`config.mk`:
```
export PLATFORM = sky130hd
export DESIGN_NAME = lsu_ram_ctrl
export DESIGN_NICKNAME = d
export VERILOG_FILES = /design/src/rtl/lsu_ram_ctrl.sv
export SDC_FILE = /design/constraint.sdc
export NUM_CORES = 1
export LEC_CHECK = 0
export ABC_AREA = 1
export ABC_CLOCK_PERIOD_IN_PS = 2400
export CAP_MARGIN = 20
export CORE_UTILIZATION = 45
export CTS_CLUSTER_DIAMETER = 60
export CTS_CLUSTER_SIZE = 28
export DETAILED_ROUTE_END_ITERATION = 12
export HOLD_SLACK_MARGIN = 0.02
export PLACE_DENSITY = 0.88
export SLEW_MARGIN = 10
export SYNTH_ARGS = -nofsm -noshare
export SYNTH_HDL_FRONTEND = slang
export SYNTH_SLANG_ARGS = --single-unit
```
`constraint.sdc`:
```
create_clock -name clock -period 2.4 [get_ports clock]
set_clock_uncertainty 0.1 [all_clocks]
set_input_delay 0.24 -clock clock [delete_from_list [all_inputs] [get_ports clock]]
set_output_delay 0.24 -clock clock [all_outputs]
set_load 0.1 [all_outputs]
```
`src/rtl/lsu_ram_ctrl.sv`:
```
// -----------------------------------------------------------------------------
// lsu_ram_ctrl
//
// Load/store controller between the CPU MEM stage and a word-wide single-port
// data RAM with no byte lanes. Accepts one byte/half/word access per request,
// checks funct3, alignment and address range, sign/zero-extends loads and
// performs read-modify-write for SB/SH.
//
// Handshake: a request transfers on the rising clock edge where
// req_valid && req_ready. req_ready is registered and high only while idle;
// every request field is captured at that edge and later input changes are
// ignored. The response side has no ready: resp_valid is a one-cycle pulse
// that the consumer must take, with resp_rdata/resp_err qualified by it.
//
// Ports
//   clock, rst_n        : clock (posedge), asynchronous active-low reset
//   req_valid/req_ready : request handshake
//   req_we              : 1 = store, 0 = load
//   req_funct3          : RISC-V load/store funct3
//   req_addr            : byte address
//   req_wdata           : store data (low bits for SB/SH)
//   resp_valid          : one-cycle response pulse
//   resp_rdata          : load result, 0 for stores and errors
//   resp_err            : misaligned / illegal funct3 / out of range
//   ram_addr            : word index to the RAM
//   ram_we              : RAM write enable (sampled by the RAM on negedge)
//   ram_wdata           : RAM write data
//   ram_rdata           : RAM read data, combinational from ram_addr
//   dbg_state           : current FSM state (IDLE=0 ACCESS=1 WRITE=2 RESP=3)
// -----------------------------------------------------------------------------
module lsu_ram_ctrl #(
  parameter int unsigned DEPTH     = 1024,
  parameter logic [31:0] BASE_ADDR = 32'h0000_0000,
  localparam int unsigned AW       = $clog2(DEPTH)
) (
  input  logic          clock,
  input  logic          rst_n,
  input  logic          req_valid,
  output logic          req_ready,
  input  logic          req_we,
  input  logic [2:0]    req_funct3,
  input  logic [31:0]   req_addr,
  input  logic [31:0]   req_wdata,
  output logic          resp_valid,
  output logic [31:0]   resp_rdata,
  output logic          resp_err,
  output logic [AW-1:0] ram_addr,
  output logic          ram_we,
  output logic [31:0]   ram_wdata,
  input  logic [31:0]   ram_rdata,
  output logic [1:0]    dbg_state
);

  typedef enum logic [1:0] {
    S_IDLE   = 2'd0,
    S_ACCESS = 2'd1,
    S_WRITE  = 2'd2,
    S_RESP   = 2'd3
  } state_e;

  state_e         state_q;
  logic           req_ready_q;
  logic           resp_valid_q;
  logic           resp_err_q;
  logic [31:0]    resp_rdata_q;
  logic [AW-1:0]  ram_addr_q;
  logic           ram_we_q;
  logic [31:0]    ram_wdata_q;
  logic           we_q;
  logic [2:0]     funct3_q;
  logic [1:0]     lane_q;

  // ---------------------------------------------------------------------------
  // Request decode (combinational, used only at the accept edge)
  // ---------------------------------------------------------------------------
  logic [29:0] word_idx;
  logic        out_of_range;
  logic        bad_funct3;
  logic        misaligned;
  logic        req_err;

  // Offset wraps modulo 2^32, so addresses below BASE_ADDR land far out of range.
  assign word_idx     = 30'((req_addr - BASE_ADDR) >> 2);
  assign out_of_range = ({2'b00, word_idx} >= DEPTH);

  always_comb begin
    bad_funct3 = 1'b0;
    if (req_we) begin
      bad_funct3 = (req_funct3 > 3'b010);
    end else begin
      bad_funct3 = (req_funct3 == 3'b011) || (req_funct3[2:1] == 2'b11);
    end
  end

  assign misaligned = ((req_funct3[1:0] == 2'b01) && req_addr[0]) ||
                      ((req_funct3[1:0] == 2'b10) && (req_addr[1:0] != 2'b00));
  assign req_err    = out_of_range || bad_funct3 || misaligned;

  // ---------------------------------------------------------------------------
  // Load extraction and sub-word store merge from the RAM word of the latched
  // access. For SB/SH the low bits of ram_wdata_q still hold the store data
  // captured at accept; they are overwritten with the merged word afterwards.
  // ---------------------------------------------------------------------------
  logic [7:0]  byte_v;
  logic [15:0] half_v;
  logic [31:0] load_d;
  logic [31:0] merge_d;

  always_comb begin
    byte_v = ram_rdata[{lane_q, 3'b000} +: 8];
    half_v = ram_rdata[{lane_q[1], 4'b0000} +: 16];
    load_d = ram_rdata;
    case (funct3_q)
      3'b000:  load_d = {{24{byte_v[7]}}, byte_v};
      3'b001:  load_d = {{16{half_v[15]}}, half_v};
      3'b100:  load_d = {24'h0, byte_v};
      3'b101:  load_d = {16'h0, half_v};
      default: load_d = ram_rdata;
    endcase
  end

  always_comb begin
    merge_d = ram_rdata;
    case (funct3_q[1:0])
      2'b00:   merge_d[{lane_q, 3'b000} +: 8]     = ram_wdata_q[7:0];
      2'b01:   merge_d[{lane_q[1], 4'b0000} +: 16] = ram_wdata_q[15:0];
      default: merge_d = ram_wdata_q;
    endcase
  end

  // ---------------------------------------------------------------------------
  // FSM with registered outputs. ram_we is a flop cleared by the asynchronous
  // reset, so it is stable across the RAM's negedge and drops with reset.
  // ---------------------------------------------------------------------------
  always_ff @(posedge clock or negedge rst_n) begin
    if (!rst_n) begin
      state_q      <= S_IDLE;
      req_ready_q  <= 1'b0;
      resp_valid_q <= 1'b0;
      resp_err_q   <= 1'b0;
      resp_rdata_q <= 32'h0;
      ram_addr_q   <= '0;
      ram_we_q     <= 1'b0;
      ram_wdata_q  <= 32'h0;
      we_q         <= 1'b0;
      funct3_q     <= 3'b000;
      lane_q       <= 2'b00;
    end else begin
      case (state_q)
        S_IDLE: begin
          if (req_valid && req_ready_q) begin
            req_ready_q <= 1'b0;
            we_q        <= req_we;
            funct3_q    <= req_funct3;
            lane_q      <= req_addr[1:0];
            if (req_err) begin
              state_q      <= S_RESP;
              resp_valid_q <= 1'b1;
              resp_err_q   <= 1'b1;
              resp_rdata_q <= 32'h0;
            end else begin
              state_q     <= S_ACCESS;
              ram_addr_q  <= word_idx[AW-1:0];
              ram_wdata_q <= req_wdata;
              // SW writes straight through during ACCESS.
              ram_we_q    <= req_we && (req_funct3 == 3'b010);
            end
          end else begin
            // First edge after reset release also lands here.
            req_ready_q <= 1'b1;
          end
        end

        S_ACCESS: begin
          if (we_q && (funct3_q[1:0] != 2'b10)) begin
            ram_wdata_q <= merge_d;
            ram_we_q    <= 1'b1;
            state_q     <= S_WRITE;
          end else begin
            ram_we_q     <= 1'b0;
            resp_valid_q <= 1'b1;
            resp_err_q   <= 1'b0;
            resp_rdata_q <= we_q ? 32'h0 : load_d;
            state_q      <= S_RESP;
          end
        end

        S_WRITE: begin
          ram_we_q     <= 1'b0;
          resp_valid_q <= 1'b1;
          resp_err_q   <= 1'b0;
          resp_rdata_q <= 32'h0;
          state_q      <= S_RESP;
        end

        S_RESP: begin
          resp_valid_q <= 1'b0;
          resp_err_q   <= 1'b0;
          resp_rdata_q <= 32'h0;
          req_ready_q  <= 1'b1;
          state_q      <= S_IDLE;
        end

        default: begin
          state_q <= S_IDLE;
        end
      endcase
    end
  end

  assign req_ready  = req_ready_q;
  assign resp_valid = resp_valid_q;
  assign resp_err   = resp_err_q;
  assign resp_rdata = resp_rdata_q;
  assign ram_addr   = ram_addr_q;
  assign ram_we     = ram_we_q;
  assign ram_wdata  = ram_wdata_q;
  assign dbg_state  = state_q;

endmodule
```
# Word level (Yosys, flattened, before mapping)
# Cells that the tools add are included.
# W data, S select, Z words.
totals:
  reg_bits: 86
  inputBits: 103
  out_inout_bits: 80
  wordCells: 93
classes:
  n_addsub: 2
  n_lt_le_gt_ge: 2
  n_eq_ne: 19
  n_shift: 6
  n_mux: 30
  n_bitwise: 1
  n_reduce_logical: 22
ops:
  columns: ["operator", "count"]
  rows:
  - ["$mux W32", 7]
  - ["$pmux W32 S2", 2]
  - ["$pmux W32 S4", 1]
  - ["$pmux W32 S3", 1]
  - ["$bwmux W32", 2]
  - ["$shift A16 B7 Y32 const A", 1]
  - ["$shift A8 B7 Y32 const A", 1]
  - ["$shiftx A16 B7 Y32", 1]
  - ["$shiftx A32 B6 Y16", 1]
  - ["$shiftx A32 B6 Y8", 1]
  - ["$shiftx A8 B7 Y32", 1]
  - ["$ge A30 B11 Y1 const B", 1]
  - ["$neg A5 Y7", 2]
  - ["$ne A2 B2 Y1 const B", 6]
  - ["$mux W1", 10]
  - ["$reduce_and A3 Y1", 3]
  - ["$eq A2 B2 Y1 const B", 4]
  - ["$pmux W2 S4", 1]
  - ["$eq A2 B1 Y1 const B", 3]
  - ["$eq A3 B2 Y1 const B", 2]
  - ["$eq A3 B3 Y1 const B", 2]
  - ["$pmux W1 S3", 2]
  - ["$reduce_bool A2 Y1", 3]
  - ["$logic_and A1 B1 Y1", 5]
  - ["14 further kinds", 19]

# Logic depth before layout (Yosys ltp)
# Gate-level depths: netlist (run 1).
logic_depth:
  word_depth: 8
  mapped_depth: 13
  mapped_depth_nobuf: 12

# Worst setup path after synthesis (run 1)
# Ideal clock, no wire load.
synth_path:
  kind: "register -> register"
  start: "register state_q[0], in the netlist dbg_state[0]"
  end: "register resp_rdata_q[2], in the netlist resp_rdata[2]"
  setup_time_ps: 130
  arrival_time_ps: 2311
  t_required_ps: 2170
  path_slack_ps: -141
  path_stages_with_launch: 14
  n_path_buf: 3
  period_less_slack_ps: 2541
  path_cell_list: "dfrtp_1 inv_1 ha_1 buf_4 inv_1 nor2_2 inv_1 nand2_1 inv_1 nand2_2 buf_4 buf_4 nand2_1 o21ai_0"
synth_between:
  elab_chain_len: 3
  elab_cells_between_ends: 10
  classes_between: "eq/ne (6); mux (1); reduce/logical (3)"
synth_rtl:
  columns: ["element", "line", "rtl"]
  rows:
  - ["start: declaration", "61", "state_e state_q;"]
  - ["start signal: assignment", "137", "state_q <= S_IDLE;"]
  - ["start signal: assignment", "157", "state_q <= S_RESP;"]
  - ["start signal: assignment", "162", "state_q <= S_ACCESS;"]
  - ["$eq A2 B2 Y1 (tied with other cells)", "149", "case (state_q)"]
  - ["$reduce_or A2 Y1 (no line) / $ne A2 B2 Y1 (equally long branches)", null, null]
  - ["$pmux W32 S3 / $reduce_and A3 Y1 (equally long branches)", null, null]
  - ["end signal: assignment", "183", "resp_rdata_q <= we_q ? 32'h0 : load_d;"]
  - ["end: declaration", "65", "logic [31:0] resp_rdata_q;"]
# Parallel ways exist; a longest one is shown, timed or not.
# A chain may end at the register's enable or synchronous reset.

# Final worst setup path (run 1)
layout_path:
  start: "register state_q[1], in the netlist dbg_state[1]"
  end: "register resp_rdata_q[12], in the netlist resp_rdata[12]"
# Same word-level chain as after synthesis.

==> flow_summary.toml, run 1 <==
[cells_and_area]
diodes = 0
syn_to_final_growth_pct = 38.5
final_cell_mix = "295 x nand2_1, 107 x buf_4, 101 x clkdlybuf4s50_1"
drive_gt1_frac = 0.143
stdcell_count = 1151
final_common_cell = "nand2_1"
nets = 1110

[timing]
maxSlewViolCount = 0
post-route-min-period_ns = 2.19
period_share = 0.915
grt_setup_unrepaired = "false"
layout_setup_ws_ns = 0.205
tightest_slew_ns = 0.537
fmax_mhz = 456
hold_violations = 0
final-setup-viol-count = 0
relSlewSlack = 0.641
setup_tns_ns = 0

[critical_path]
endpoint_kind = "flop"
worst-path-max-fanout = 16
required_ns = 2.56
reg2reg_from = "dbg_state[1]"
cp-start-kind = "flop"
r2r_end = "resp_rdata[12]"
crit_top_cell = "inv_1"
cp_slowest_cell = "dfrtp_2"
rr_worst_depth = 9
crit_type = "reg2reg"
crit_start = "dbg_state[1]"
path_cells = "inv_1, ha_1, inv_2, nor2_1, inv_1, buf_4, a21oi_1, nand2_1, o21ai_0"
rrSetupSlack_ns = 0.21
arrival_ns = 2.35
cp-endpoint = "resp_rdata[12]"
slowest_delay_ns = 0.42

[floorplan]
die_x_um = 113
die-area_um2 = 12700
start_util = 0.462
row_count = 40
die_h_um = 113
ioPinCount = 183
coreArea_um2 = 12000

[clocking]
clock-root-buffer = "clkbuf_16"
cts_sinks = 86
clock_latency_ns = 0.35
cts_resized = 0
numCtsBuffers = 9
clk_pin_slew_ns = 0.06
cts.path.max_buffers = 2
cts_tree = "built"
htreeDepth = 3

[routing]
routed_wl_um = 18300
wl_per_cell_um = 15.9
via_per_inst = 5.52
drc_errors = 0
drtIter0Drc = 672
dr.pass1.iters = 8
vias = 6355
drtAntennaViolNets = 0

[logic_synthesis]
synthArstFlopShare = 1.00
synth_nets = 934
yosys.area_share.simple = 0.348
synthAdderAreaFrac = 0.0181
synthCells = 823
synth_compound_area_frac = 0.155
synth.mux.area_fraction = 0
syn_area_per_cell_um2 = 6.71
synth_top_family_by_area = "simple AND/OR/NAND/NOR gates"
yosysWarnings = 0
seq_area_frac_synth = 0.390
yosys_register_bits = 86
netlist_area_um2 = 5520
ys_types = 35
synth_edf_count = 0
synth-main-ff-cell = "dfrtp_1"
synth-xor-area-share = 0

[global_route]
top_usage_layer = "met2"
grt_max_degree = 69
grt_usage = 0.295
gr-usage-met1 = 0.362
grt_use_met3 = 0.0718
grt_first_pass_wirelength_um = 29100
overflow = 0
grt_pass1_vias = 5979
antenna_found_initial = 0
use_met2 = 0.493

[min_path]
min_path_type = "in2async"

[placement]
place.gp.congestion = 0.946
post-dp-hpwl_um = 14000
port_buffers = 182
dp_cells = 1134
preCtsSetupSlack_ns = 0.245

[status]
outcome = "finished, final reports clean"

[job]
maxCapViolations = 0
worst min-delay path by stage:
stage	endpoint	start	slack, ns	depth (start not counted)
5_1_grt	ram_addr[2]	rst_n	0.18	2
3_3_place_gp	ram_addr[2]	rst_n	0.0004	1
2_1_floorplan	dbg_state[0]	rst_n	-0.16	0
4_1_cts	ram_addr[2]	rst_n	0.17	2
6_report	ram_addr[1]	rst_n	0.17	2
3_5_place_dp	ram_addr[2]	rst_n	0.001	1
stage by stage:
step | utilization | hold slack [ns] | area, um2
final | 0.639 | 0.171 | 7650
after global routing | 0.639 | 0.182 | 7650
after CTS | 0.639 | 0.169 | 7650
after detailed placement | 0.612 | 0.00148 | 7320
after global placement | 0.612 | 0.000420 | 7320
after floorplan | - | -0.156 | 5520
metal layers:
layer / vias up / share of wire
met4: 0 / 0.030
met3: 44 / 0.10
li1: 3036 / -
met2: 380 / 0.48
met5: - / 0
met1: 2895 / 0.39
what timing repair did:
item	4_1_cts	5_1_grt
buffers inserted	0	0
hold buffers	1	0
hold endpoints to repair	86	0
cells in the mapped netlist, types with 2 or more instances:
cell	count	area, um2
a21oi_1	39	195
a31oi_1	7	43.8
buf_1	3	11.3
buf_2	14	70.1
buf_4	7	52.6
buf_6	3	33.8
clkbuf_1	18	67.6
dfrtp_1	86	2150
ha_1	8	100
inv_1	62	233
inv_2	2	7.51
nand2_1	295	1110
nand2_2	4	25.0
nand3_1	64	320
nand3_2	2	20.0
nand4_1	19	119
nor2_1	67	251
nor2_2	3	18.8
nor3_1	3	15.0
o211ai_1	11	82.6
o21ai_0	66	330
o21ai_1	21	105
o21ai_2	2	17.5
o22ai_1	6	37.5
state kept, by name, summed over array words and instances, names as in the netlist:
name,count
funct3_q,3
dbg_state,2
resp_rdata,32
we_q,1
ram_wdata,32
ram_we,1
lane_q,2
resp_err,1
req_ready,1
ram_addr,10
resp_valid,1
logic make-up (layout without fill, tap and decap cells):
| family | Yosys count | count (layout) |
|---|---|---|
| and+or+nand+nor | 461 | 461 |
| AOI/OAI and AO/OA | 156 | 156 |
| buffers and inverters | 112 | 293 |
| DFF | 86 | 86 |
| adders and majority gates | 8 | 8 |
area by class of cell:
type	instances	area, um2
multi-input combinational	625	2880
tap	147	184
sequential	86	2150
clock buffer	10	229
inverter	66	249
clock inverter	6	86.3
timing repair buffer	211	1860
fill	1064	4310
worst max-delay path: cells and delay by family, from the launching register on:
kind,cells,cell delay (ns)
buffers and inverters,4,0.77
DFF,1,0.42
adders and majority gates,1,0.20
AOI/OAI and AO/OA,2,0.32
and+or+nand+nor,2,0.28
Power of run 1 is not shown: default switching activity piles up to over one toggle a cycle in this logic, so the estimate is an artifact.
==> inputs of run 2 (changes only) <==
GPL_TIMING_DRIVEN = 1   (was unset)
PLACE_DENSITY = 0.81   (was 0.88)
SLEW_MARGIN = 5   (was 10)
==> run 2 against run 1 <==
Worst setup slack worse by 0.051 ns. Maximum frequency down 2.3%. Flip-flop and latch count unchanged. First-iteration DRC count down 18%. Global-route usage about the same. Non-clock buffer count down 2. Sequential share of layout area up 0.17 points. Die area unchanged. Register-to-register slack worse by 0.05 ns. Core utilization down 0.38 points. Worst hold slack better by 0.12 ns. Wire length down 1.6%.
==> flow_summary.toml, run 2 (synthesis results as in run 1) <==
[clocking]
cts_setup_buffers = 0
clock-root-buffer = "clkbuf_16"
numCtsBuffers = 9
cts.path.max_buffers = 2
cts_tree = "built"
clk_pin_slew_ns = 0.06
cts_sinks = 86
clock_latency_ns = 0.35
htreeDepth = 3

[timing]
layout_setup_ws_ns = 0.155
post-route-min-period_ns = 2.25
tightest_slew_ns = 0.860
holdWs_ns = 0.293
period_share = 0.936
fmax_mhz = 445
relSlewSlack = 0.426
hold_violations = 0
maxSlewViolCount = 0
final-setup-viol-count = 0
grt_setup_unrepaired = "true"
setup_tns_ns = 0

[global_route]
grt_pass1_vias = 5924
grt_first_pass_wirelength_um = 29200
overflow = 0
antenna_found_initial = 0
grt_max_degree = 52
grt_usage = 0.295

[placement]
post-dp-hpwl_um = 13700
place.gp.congestion = 0.906
port_buffers = 182
preCtsSetupSlack_ns = 0.0709
dp_cells = 1132

[floorplan]
die_x_um = 113
coreArea_um2 = 12000
die_h_um = 113
start_util = 0.462
row_count = 40
ioPinCount = 183
die-area_um2 = 12700

[routing]
drtAntennaViolNets = 0
wl_per_cell_um = 15.7
via_per_inst = 5.40
dr.pass1.iters = 6
vias = 6204
drtIter0Drc = 553
drc_errors = 0
routed_wl_um = 18000

[critical_path]
worst-path-max-fanout = 30
cp-start-kind = "flop"
arrival_ns = 2.41
required_ns = 2.57
crit_type = "reg2reg"
endpoint_kind = "flop"
crit_start = "dbg_state[1]"
rrSetupSlack_ns = 0.15
reg2reg_from = "dbg_state[1]"

[cells_and_area]
syn_to_final_growth_pct = 37.7
fill_cells = 1109
final_cell_mix = "295 x nand2_1, 105 x buf_4, 101 x clkdlybuf4s50_1"
seq_area_um2 = 2150
drive_gt1_frac = 0.141
multi_input_area_um2 = 2890
stdcell_count = 1149
final_common_cell = "nand2_1"
diodes = 0
nets = 1108

[min_path]
min_path_type = "in2async"

[status]
outcome = "finished, final reports clean"

[job]
maxCapViolations = 0
[run 2: cell types whose count changed in the layout (fill, tap and decap cells not counted)]
| cell | change |
|---|---|
| clkinv_2 | -1 |
| clkbuf_8 | +2 |
| clkinv_4 | -1 |
| buf_4 | -2 |
| nand2_4 | +1 |
| nand2_2 | -1 |
| bufinv_16 | -2 |
| clkinvlp_4 | +1 |
| clkbuf_1 | +1 |
[run 2: layout make-up]
| type | count | area share |
|---|---|---|
| Clock buffer | 13 | 0.0342 |
| Clock inverter | 3 | 0.00263 |
| Inverter | 66 | 0.0328 |
| Multi-Input combinational cell | 625 | 0.380 |
| Sequential cell | 86 | 0.283 |
| Tap cell | 147 | 0.0242 |
| Timing Repair Buffer | 209 | 0.243 |
[run 2: path summary, 6_finish.rpt]
check                                  to  depth (start not counted)
max                         resp_rdata[1]                          8
min                        resp_rdata[21]                          2
max reg2reg                 resp_rdata[1]                          8
min reg2reg                resp_rdata[25]                          2
max in group asynchronous    dbg_state[0]                          3
min in group clock            ram_addr[8]                          3
[run 2: per-stage QoR]
| step | instance area [um2] | util |
|---|---|---|
| 2_1_floorplan | 5520 | - |
| 3_3_place_gp | 7310 | 0.611 |
| 3_5_place_dp | 7310 | 0.611 |
| 4_1_cts | 7600 | 0.635 |
| 5_1_grt | 7600 | 0.636 |
| 6_report | 7600 | 0.636 |
[run 2: worst max-delay path, cell delays in order, from the launching register on]
cell and delay, ns:
dfrtp_2 0.42, inv_1 0.10, ha_1 0.23, inv_2 0.14, nor2_1 0.19, inv_1 0.40, a31oi_1 0.30, o211ai_1 0.11
o21ai_0 0.17
[run 2: repair_timing]
action                                  in CTS  in global routing
gates resized for setup                      0                  1
hold buffers                                 1                  0
hold endpoints to repair                    35                  0
endpoints found under the setup margin       0                 16
[run 2: per-layer routing]
layer / up-vias / wire [um] / track usage / share of wire
met4: 0 / 577 / 0.131 / 0.032
met3: 42 / 1750 / 0.0675 / 0.097
li1: 3040 / - / - / -
met2: 338 / 8360 / 0.476 / 0.46
met5: - / 0 / 0 / 0
met1: 2784 / 7330 / 0.380 / 0.41
Power of run 2 is left out for the same reason.
==> inputs of run 3 (changes only) <==
CORE_UTILIZATION = 47   (was 45)
PLACE_DENSITY = 0.84   (was 0.81)
==> run 3 against run 2 <==
Design area grew 0.49%. Flip-flop and latch count is the same. Non-clock buffer count shrank 3.
==> flow_summary.toml, run 3 (synthesis results as in run 1) <==
[clocking]
htreeDepth = 3
cts_sinks = 86
clk_pin_slew_ns = 0.07
cts.path.max_buffers = 2
clock-root-buffer = "clkbuf_16"
cts_tree = "built"
clock_latency_ns = 0.35
numCtsBuffers = 9

[cells_and_area]
nets = 1105
postLayoutCoreUtil = 0.669
syn_to_final_growth_pct = 38.4
final_cell_mix = "295 x nand2_1, 101 x clkdlybuf4s50_1, 101 x buf_4"
design_area_um2 = 7640
drive_gt1_frac = 0.141
diodes = 0
final_common_cell = "nand2_1"

[timing]
period_share = 0.935
final-setup-viol-count = 0
grt_setup_unrepaired = "true"
hold_violations = 0
post-route-min-period_ns = 2.24
maxSlewViolCount = 0
tightest_slew_ns = 0.866
relSlewSlack = 0.422
fmax_mhz = 445
setup_tns_ns = 0
holdWs_ns = 0.242

[global_route]
overflow = 0
grt_first_pass_wirelength_um = 28200
grt_usage = 0.309
grt_max_degree = 42
antenna_found_initial = 0
grt_pass1_vias = 5755

[critical_path]
worst-path-buf-inv = 3
arrival_ns = 2.40
path_cells = "inv_1, ha_1, inv_2, nor2_1, inv_1, a21oi_1, nand2_1, o21ai_0"
crit_top_cell = "inv_1"
crit_type = "reg2reg"
slowest_delay_ns = 0.42
path_delay_family = "buffers and inverters"
worst-path-max-fanout = 30
cp-start-kind = "flop"
endpoint_kind = "flop"
cp_slowest_cell = "dfrtp_2"
required_ns = 2.56

[placement]
placed_cell_area_um2 = 7290
port_buffers = 182
place.gp.congestion = 0.950
post-dp-hpwl_um = 13800

[routing]
vias = 6284
wl_per_cell_um = 16.0
dr.pass1.iters = 6
via_per_inst = 5.50
drc_errors = 0
routed_wl_um = 18300
drtIter0Drc = 559
drtAntennaViolNets = 0

[floorplan]
start_util = 0.484
coreArea_um2 = 11400
die_h_um = 110
row_count = 39
die_x_um = 110
ioPinCount = 183
die-area_um2 = 12200

[job]
maxCapViolations = 0

[status]
outcome = "finished, final reports clean"

[min_path]
min_path_type = "in2async"
-- run 3: cell types whose count changed in the layout (fill, tap and decap cells not counted) --
| cell | before | now |
|---|---|---|
| buf_4 | 105 | 101 |
| bufinv_16 | 0 | 2 |
| clkbuf_1 | 2 | 0 |
| inv_6 | 0 | 2 |
| buf_12 | 2 | 3 |
| clkbuf_8 | 2 | 1 |
| clkinv_2 | 2 | 1 |
| dfrtp_1 | 84 | 83 |
| dfrtp_2 | 2 | 3 |
-- run 3: cell type report --
cell class              count  area (um2)
repair buffers            206        1840
inverters                  66         249
multi-input cells         625        2890
clock buffers              10         239
clock inverters             6        92.6
well taps                 143         179
flip-flops and latches     86        2160
fillers                  1043        3780
-- run 3: worst paths after layout --
check	from	slack, ns	end	depth (start not counted)
max in group asynchronous	rst_n	1.32	funct3_q[0]	3
worst max-delay path	dbg_state[1]	0.16	resp_rdata[8]	8
worst min register to register	ram_wdata[17]	0.37	ram_wdata[17]	2
worst max register to register	dbg_state[1]	0.16	resp_rdata[8]	8
worst min-delay path	rst_n	0.24	resp_err	2
min in group clock	req_addr[4]	0.36	ram_addr[2]	3
-- run 3: layer usage --
metal	routed length (um)	GRT usage	up-vias
met4	529	0.112	0
met5	0	0	-
met2	8630	0.515	345
met3	1930	0.0782	48
li1	-	-	3028
met1	7210	0.387	2863
-- run 3: through the flow --
| step | setup WS [ns] | std cells |
|---|---|---|
| final | 0.155 | 1142 |
| after global routing | -0.0697 | 1142 |
| after CTS | 0.117 | 1142 |
| after detailed placement | 0.0917 | 1125 |
| after floorplan | 0.174 | 823 |
| after global placement | 0.173 | 1125 |
-- run 3: repair_timing --
item	in CTS	in global routing
hold endpoints to repair	28	0
buffers inserted	0	0
resized for setup	0	2
setup endpoints to repair	0	25
hold buffers	1	0
-- run 3: worst register-to-register path, delay by kind of cell, from the launching register on --
kind,cells,cell delay (ns)
flops,1,0.42
simple gates,2,0.29
fa+ha+maj,1,0.24
compound gates,2,0.48
buf+inv,3,0.64
Power of run 3 is left out for the same reason.
